### src/rtl/dff_bank_shadow_we.sv
`default_nettype none
// ============================================================================
// Module   : dff_bank_shadow_we
// Brief    : Shadow-staged register bank with set/clear/toggle writes and an
//            atomic commit of every shadow channel to the active outputs.
// Revision : 1.0
// ============================================================================
module dff_bank_shadow_we #(
  parameter int              WIDTH    = 8,
  parameter int              NUM_CH   = 4,
  parameter int              ADDR_W   = 2,
  parameter logic [WIDTH-1:0] INIT_VAL = '0
) (
  input  logic                    clk,
  input  logic                    rst,
  input  logic                    we,
  input  logic [ADDR_W-1:0]       waddr,
  input  logic [1:0]              wmode,
  input  logic [WIDTH-1:0]        wdata,
  input  logic                    commit,
  input  logic [ADDR_W-1:0]       raddr,
  output logic [WIDTH-1:0]        rdata,
  output logic [WIDTH*NUM_CH-1:0] q,
  output logic [NUM_CH-1:0]       changed,
  output logic                    pending,
  output logic                    wr_err
);

  localparam logic [ADDR_W:0] c_NUM_CH = (ADDR_W+1)'(NUM_CH);

  localparam logic [1:0] c_MODE_WR  = 2'b00;
  localparam logic [1:0] c_MODE_SET = 2'b01;
  localparam logic [1:0] c_MODE_CLR = 2'b10;

  // Only a clean 1 counts; X/Z on the strobes must not cause a write or commit.
  logic w_we;
  logic w_commit;
  logic w_addr_ok;
  logic w_rd_ok;
  assign w_we      = (we === 1'b1);
  assign w_commit  = (commit === 1'b1);
  assign w_addr_ok = ({1'b0, waddr} < c_NUM_CH);
  assign w_rd_ok   = ({1'b0, raddr} < c_NUM_CH);

  logic [WIDTH*NUM_CH-1:0] w_sh_flat;

  for (genvar gi = 0; gi < NUM_CH; gi++) begin : g_ch
    localparam logic [ADDR_W-1:0] c_IDX = ADDR_W'(gi);

    logic [WIDTH-1:0] r_sh;
    logic [WIDTH-1:0] r_act;
    logic             r_chg;
    logic [WIDTH-1:0] w_sh_nxt;
    logic             w_hit;

    assign w_hit = w_we && w_addr_ok && (waddr == c_IDX);

    always_comb begin
      w_sh_nxt = r_sh;
      if (w_hit) begin
        case (wmode)
          c_MODE_WR:  w_sh_nxt = wdata;
          c_MODE_SET: w_sh_nxt = r_sh | wdata;
          c_MODE_CLR: w_sh_nxt = r_sh & ~wdata;
          default:    w_sh_nxt = r_sh ^ wdata;
        endcase
      end
    end

    // Commit takes the post-write value so a same-cycle write is included.
    always_ff @(posedge clk) begin
      if (rst) begin
        r_sh  <= INIT_VAL;
        r_act <= INIT_VAL;
        r_chg <= 1'b0;
      end else begin
        r_sh  <= w_sh_nxt;
        r_chg <= 1'b0;
        if (w_commit) begin
          r_act <= w_sh_nxt;
          r_chg <= (w_sh_nxt != r_act);
        end
      end
    end

    assign w_sh_flat[gi*WIDTH +: WIDTH] = r_sh;
    assign q[gi*WIDTH +: WIDTH]         = r_act;
    assign changed[gi]                  = r_chg;
  end

  logic [WIDTH-1:0] w_rd;
  always_comb begin
    w_rd = '0;
    for (int i = 0; i < NUM_CH; i++) begin
      if (w_rd_ok && (raddr == ADDR_W'(i))) begin
        w_rd = w_sh_flat[i*WIDTH +: WIDTH];
      end
    end
  end

  logic [WIDTH-1:0] r_rdata;
  logic             r_pending;
  logic             r_wr_err;

  always_ff @(posedge clk) begin
    if (rst) begin
      r_rdata   <= '0;
      r_pending <= 1'b0;
      r_wr_err  <= 1'b0;
    end else begin
      r_rdata  <= w_rd;
      r_wr_err <= w_we && !w_addr_ok;
      if (w_commit) begin
        r_pending <= 1'b0;
      end else if (w_we && w_addr_ok) begin
        r_pending <= 1'b1;
      end
    end
  end

  assign rdata   = r_rdata;
  assign pending = r_pending;
  assign wr_err  = r_wr_err;

endmodule
`default_nettype wire

### config.mk
export PLATFORM = sky130hd
export DESIGN_NAME = dff_bank_shadow_we
export DESIGN_NICKNAME = d
export VERILOG_FILES = /design/src/rtl/dff_bank_shadow_we.sv
export SDC_FILE = /design/constraint.sdc
export NUM_CORES = 1
export LEC_CHECK = 0
export BUFFER_PORTS_ARGS = -buffer_cell sky130_fd_sc_hd__buf_2
export CORE_UTILIZATION = 30
export DETAILED_ROUTE_END_ITERATION = 16
export GPL_ROUTABILITY_DRIVEN = 0
export SLEW_MARGIN = 10
export SYNTH_ARGS = -nofsm -noshare
export SYNTH_HDL_FRONTEND = slang
export SYNTH_SLANG_ARGS = --single-unit
### constraint.sdc
create_clock -name clk -period 4.5 [get_ports clk]
set_clock_uncertainty 0.05 [all_clocks]
set_input_delay 0.675 -clock clk [delete_from_list [all_inputs] [get_ports clk]]
set_output_delay 0.675 -clock clk [all_outputs]
set_load 0.02 [all_outputs]
Word level (Yosys, flattened, before mapping)
Cells that the tools add are included.
- input port bits: 18
- output and inout port bits: 46
- word-level logic and storage cells: 63
- flip-flop bits (word level): 77
- reductions and logical operators: 9
- multiplexer cells: 12
- equality and inequality tests: 14
- bitwise gates (word level): 14
- operators by type and width (kind ; number):
    one-hot mux 8 bit (3 select lines) ; 4
    2-to-1 mux 8 bit ; 8
    AND 8 bit ; 4
    != test 8 bit ; 4
    bitwise OR 8 bit ; 4
    XOR 8 bit ; 4
    equality test 2 bit (second input constant) ; 5
    NOT 8 bit ; 1
    equality test 2 x 1 -> 1 bit (second input constant) ; 3
    logical NOT 2 bit ; 3
    logical AND 1 bit ; 4
    OR reduction 2 bit ; 2
    === test 1 bit (second input constant) ; 2
    NOT 1 bit ; 1

Depth between registers and ports, before layout
- depth in word-level cells: 5
- gate-level depth with buffers: 9
- mapped depth without buffers: 8

Least setup slack after synthesis
No wires, ideal clock.
- kind: in2reg
- start: input port wdata[2]
- end: register g_ch[1].r_chg
- stages: 7
- arrival time: 2.122 ns
- required time: 4.316 ns
- setup time: 0.134 ns
- path buffers: 0
- slack: 2.194 ns
- cell sequence: inv_1 ha_1 mux4_1 xnor2_1 nand2_1 nor4_1 a31oi_1
- cells in the longest elaborated chain, start to end: 5
- elaborated cells between the ends (all ways): 7
- those cells by class: 1 x eq/ne; 2 x mux; 4 x bitwise
- RTL lines (element ; line ; RTL):
    start: declaration ; 19 ; input logic [WIDTH-1:0] wdata,
    NOT 8 bit ; 64 ; c_MODE_CLR: w_sh_nxt = r_sh & ~wdata;
    AND 8 bit ; 64 ;
    one-hot mux 8 bit (3 select lines) (*) ; 61 ; case (wmode)
    2-to-1 mux 8 bit (*) ; 60 ; if (w_hit) begin
    != test 8 bit (*) ; 81 ; r_chg <= (w_sh_nxt != r_act);
    end signal: assignment ; 81 ;
    end: declaration ; 52 ; logic r_chg;
Mark *: on every way between the ends. The rest lies on a longest branch, timed or not.
A chain may end at the register's enable or synchronous reset.

Worst setup path after layout
- start: input port wmode[1]
- end: register g_ch[2].r_act[6]
- cells in the longest elaborated chain, start to end: 3
- elaborated cells between the ends (all ways): 5
- those cells by class: 2 x eq/ne; 2 x mux; 1 x reduce/logical
- RTL lines (element ; line ; RTL):
    start: declaration ; 18 ; input logic [1:0] wmode,
    equality test 2 bit, or another cell as far along ; 61 ;
    one-hot mux 8 bit (3 select lines) (*) ; 61 ;
    2-to-1 mux 8 bit (*) ; 60 ;
    end signal: assignment ; 80 ; r_act <= w_sh_nxt;
    end: declaration ; 51 ; logic [WIDTH-1:0] r_act;
Marks and branches as above.

==> impl_metrics.toml <==
[logic_synthesis]
async_flop_share_pct = 0
synth_compound_area_share_pct = 10.9
synthMuxAreaShare_pct = 15.3
synthesis.nets = 748
yosysWarnings = 0
ys.flop_type = "dfxtp_1"
synth_enable_flop_cells = 0
synth_top_area_share_pct = 26.1
syn_inst = 666
synth.yosys.seq_area_share_pct = 26.1
yosys.area_share.adder_pct = 13.5
synth_simple_gate_area_share_pct = 14.4
synthesis.area_um2 = 5910
synthXorXnorAreaFrac_pct = 11.3
synth_top_family_by_area = "multiplexers"
ys_ff_latch = 77
syn_avg_cell_area_um2 = 8.87
synth_top_area_cell = "dfxtp_1"
yosys-top-cells-area = "dfxtp_1 (26%), ha_1 (14%), xnor2_1 (8.7%), mux4_2 (6.5%), mux2i_1 (6.4%)"
synth.distinct_cells = 49

[route]
avgViaCountPerCell = 4.75
antenna_left = 0
wl_per_cell_um = 15.5
dr.pass1.iters = 5
drtIter0Drc = 308
drc = 0
routed_wl_um = 15100
vias = 4612

[critical_path]
critPathMaxFanout = 34
critPathArrivalTime_ns = 2.81
critical_path.startpoint_type = "input port"
required_ns = 4.67
critPathKind = "input port to flop"
cp-end-kind = "flop"

[floorplan]
rows = 50
dieArea_um2 = 20300
die_width_um = 142
die_h_um = 142
io_pins = 64
initial_utilization_pct = 31.1
core_um2 = 19000

[place]
hpwlAfterDp_um = 11300
dp_cells = 954
port_buffers = 62

[clock_network]
post_cts_resized = 0
tritoncts = "built"
postCtsSetupRepairBufs = 0
htreeDepth = 3
clock-sinks = 77
clk_pin_slew_ns = 0.06
cts-buffers-inserted = 9
clock-root-buffer = "clkbuf_16"
clock_latency_ns = 0.35
clock_path_buffers = 2
cts_hold_buf = 0

[timing]
setup_viol = 0
min_period_ns = 2.65
slew_viol_final = 0
relSlewSlack_pct = 45.5
period_share_pct = 58.8
worst_pin_slew_ns = 0.815
hold_viol = 0
setup_tns_ns = 0
rsz0062_at_grt = "no"
fmax_ghz = 0.378

[final_layout]
diodes = 0
final_util_pct = 34.8
stdcell_count = 970
fillCellCount = 2032
drive_above_1_share_pct = 15.8
finalNetCount = 787
syn2layout_area_growth_pct = 11.9

[global_route]
grt_max_degree = 74
grt_use_total_pct = 15.8
grt.overflow.total = 0
grt_pass1_vias = 4420
grt_pass1_wl_um = 24300
grt_antenna_before_repair = 0

[outcome]
status = "complete, no violations"

[worst_hold_path]
min_path_type = "flop to flop"

[pwr]
irDropWorstVdd_mv = 0.221
powerDensity_nw_per_um2 = 283
leakagePower_uw = 0.00295
p_total_uw = 1870

[run]
maxCapViolCount = 0
[registers in the layout, summed over array words and instances (netlist names)]
signal,count
g_ch.r_act,32
g_ch.r_chg,4
g_ch.r_sh,32
rdata,8
pending,1
[final timing paths]
path	startpoint	endpoint	slack [ns]	cells after the start
max reg2reg	g_ch[2].r_sh[2]$_SDFF_PP0_	g_ch[2].r_chg$_SDFF_PP0_	2.39	7
max	wmode[1]	g_ch[2].r_act[6]$_SDFFE_PP0P_	1.85	7
min	pending$_SDFFE_PP0P_	pending$_SDFFE_PP0P_	0.44	2
min reg2reg	pending$_SDFFE_PP0P_	pending$_SDFFE_PP0P_	0.44	2
[report_power, final]
part | internal (uW) | leakage [uW] | switching (uW)
Sequential | 714 | 0.000628 | 42.3
Clock | 387 | 0.000136 | 299
Combinational | 185 | 0.00219 | 244
[cells in the final DEF (no fill, tap or decap), types with 4 or more instances in the layout]
cell	Yosys	routed
clkbuf_16	0	9
nor2_1	73	73
nor3_1	5	5
o211ai_1	5	5
nand4_1	5	5
a31oi_1	6	6
o21ai_0	12	12
buf_4	9	6
mux2i_2	4	4
mux4_2	17	17
and2_1	7	7
a21oi_1	40	40
buf_2	5	62
ha_1	64	64
o31ai_1	5	5
xnor2_1	59	59
xor2_1	17	17
nor2b_1	34	34
dfxtp_1	77	77
nor4_1	5	5
nand3_1	9	9
o41ai_1	4	4
a21o_1	7	7
mux2i_1	38	38
inv_1	66	66
nand2b_1	8	8
nand2_1	26	26
a211oi_1	10	10
[final cells by class]
| class | instances | area, um2 | area share (%) |
|---|---|---|---|
| Inverter | 66 | 248 | 3.75 |
| Timing Repair Buffer | 68 | 355 | 5.37 |
| Clock buffer | 12 | 246 | 3.73 |
| Clock inverter | 4 | 23.8 | 0.359 |
| Multi-Input combinational cell | 483 | 3870 | 58.6 |
| Tap cell | 260 | 325 | 4.92 |
| Sequential cell | 77 | 1540 | 23.3 |
[synthesized netlist by cell type, types with 2 or more instances]
| cell | number |
|---|---|
| buf_1 | 3 |
| nand3_1 | 9 |
| ha_1 | 64 |
| a311o_1 | 2 |
| xor2_1 | 17 |
| buf_4 | 9 |
| nor2_1 | 73 |
| mux2_2 | 3 |
| o211ai_1 | 5 |
| dfxtp_1 | 77 |
| o31ai_2 | 2 |
| a21o_1 | 7 |
| xnor2_1 | 59 |
| buf_2 | 5 |
| mux4_2 | 17 |
| and2_1 | 7 |
| nand4_1 | 5 |
| a211oi_1 | 10 |
| mux4_1 | 2 |
| clkbuf_1 | 17 |
| a21oi_1 | 40 |
| a31oi_1 | 6 |
| o21a_1 | 2 |
| nand2_1 | 26 |
| nor4_1 | 5 |
| buf_6 | 2 |
| inv_1 | 66 |
| o21ai_0 | 12 |
| o41ai_1 | 4 |
| nor2b_1 | 34 |
| o31a_1 | 2 |
| buf_8 | 2 |
| nand2b_1 | 8 |
| mux2i_2 | 4 |
| o31ai_1 | 5 |
| mux2i_1 | 38 |
| nor3_1 | 5 |
[stage by stage]
| step | worst slack [ns] | area [um2] | hold slack (ns) |
|---|---|---|---|
| 6_report | 1.85 | 6610 | 0.441 |
| 5_1_grt | 1.66 | 6610 | 0.489 |
| 4_1_cts | 1.89 | 6610 | 0.446 |
| 3_5_place_dp | 1.52 | 6340 | 0.431 |
| 3_3_place_gp | 1.55 | 6340 | 0.435 |
| 2_1_floorplan | 2.19 | 5910 | 0.509 |
[worst max-delay path, stage by stage]
cell	delay [ns]
buf_2	0.59
inv_1	0.47
buf_4	0.34
and2_1	0.15
o31ai_1	0.30
mux2i_1	0.12
nor2b_1	0.15
[metal layers]
layer | routed length (um) | GRT usage (%)
met3 | 730 | 2.66
met5 | 0 | 0
met1 | 7510 | 21.8
met2 | 6430 | 24.0
met4 | 391 | 7.02
[cell families (layout without fill, tap and decap cells)]
logic type / Yosys count / after routing
flops: 77 / 77
other cells: 1 / 1
fa+ha+maj: 64 / 64
simple gates: 177 / 177
mux: 64 / 64
xor+xnor: 76 / 76
compound gates: 101 / 101
buf+inv: 106 / 150
Note: power is estimated with default switching activity, not from simulation.
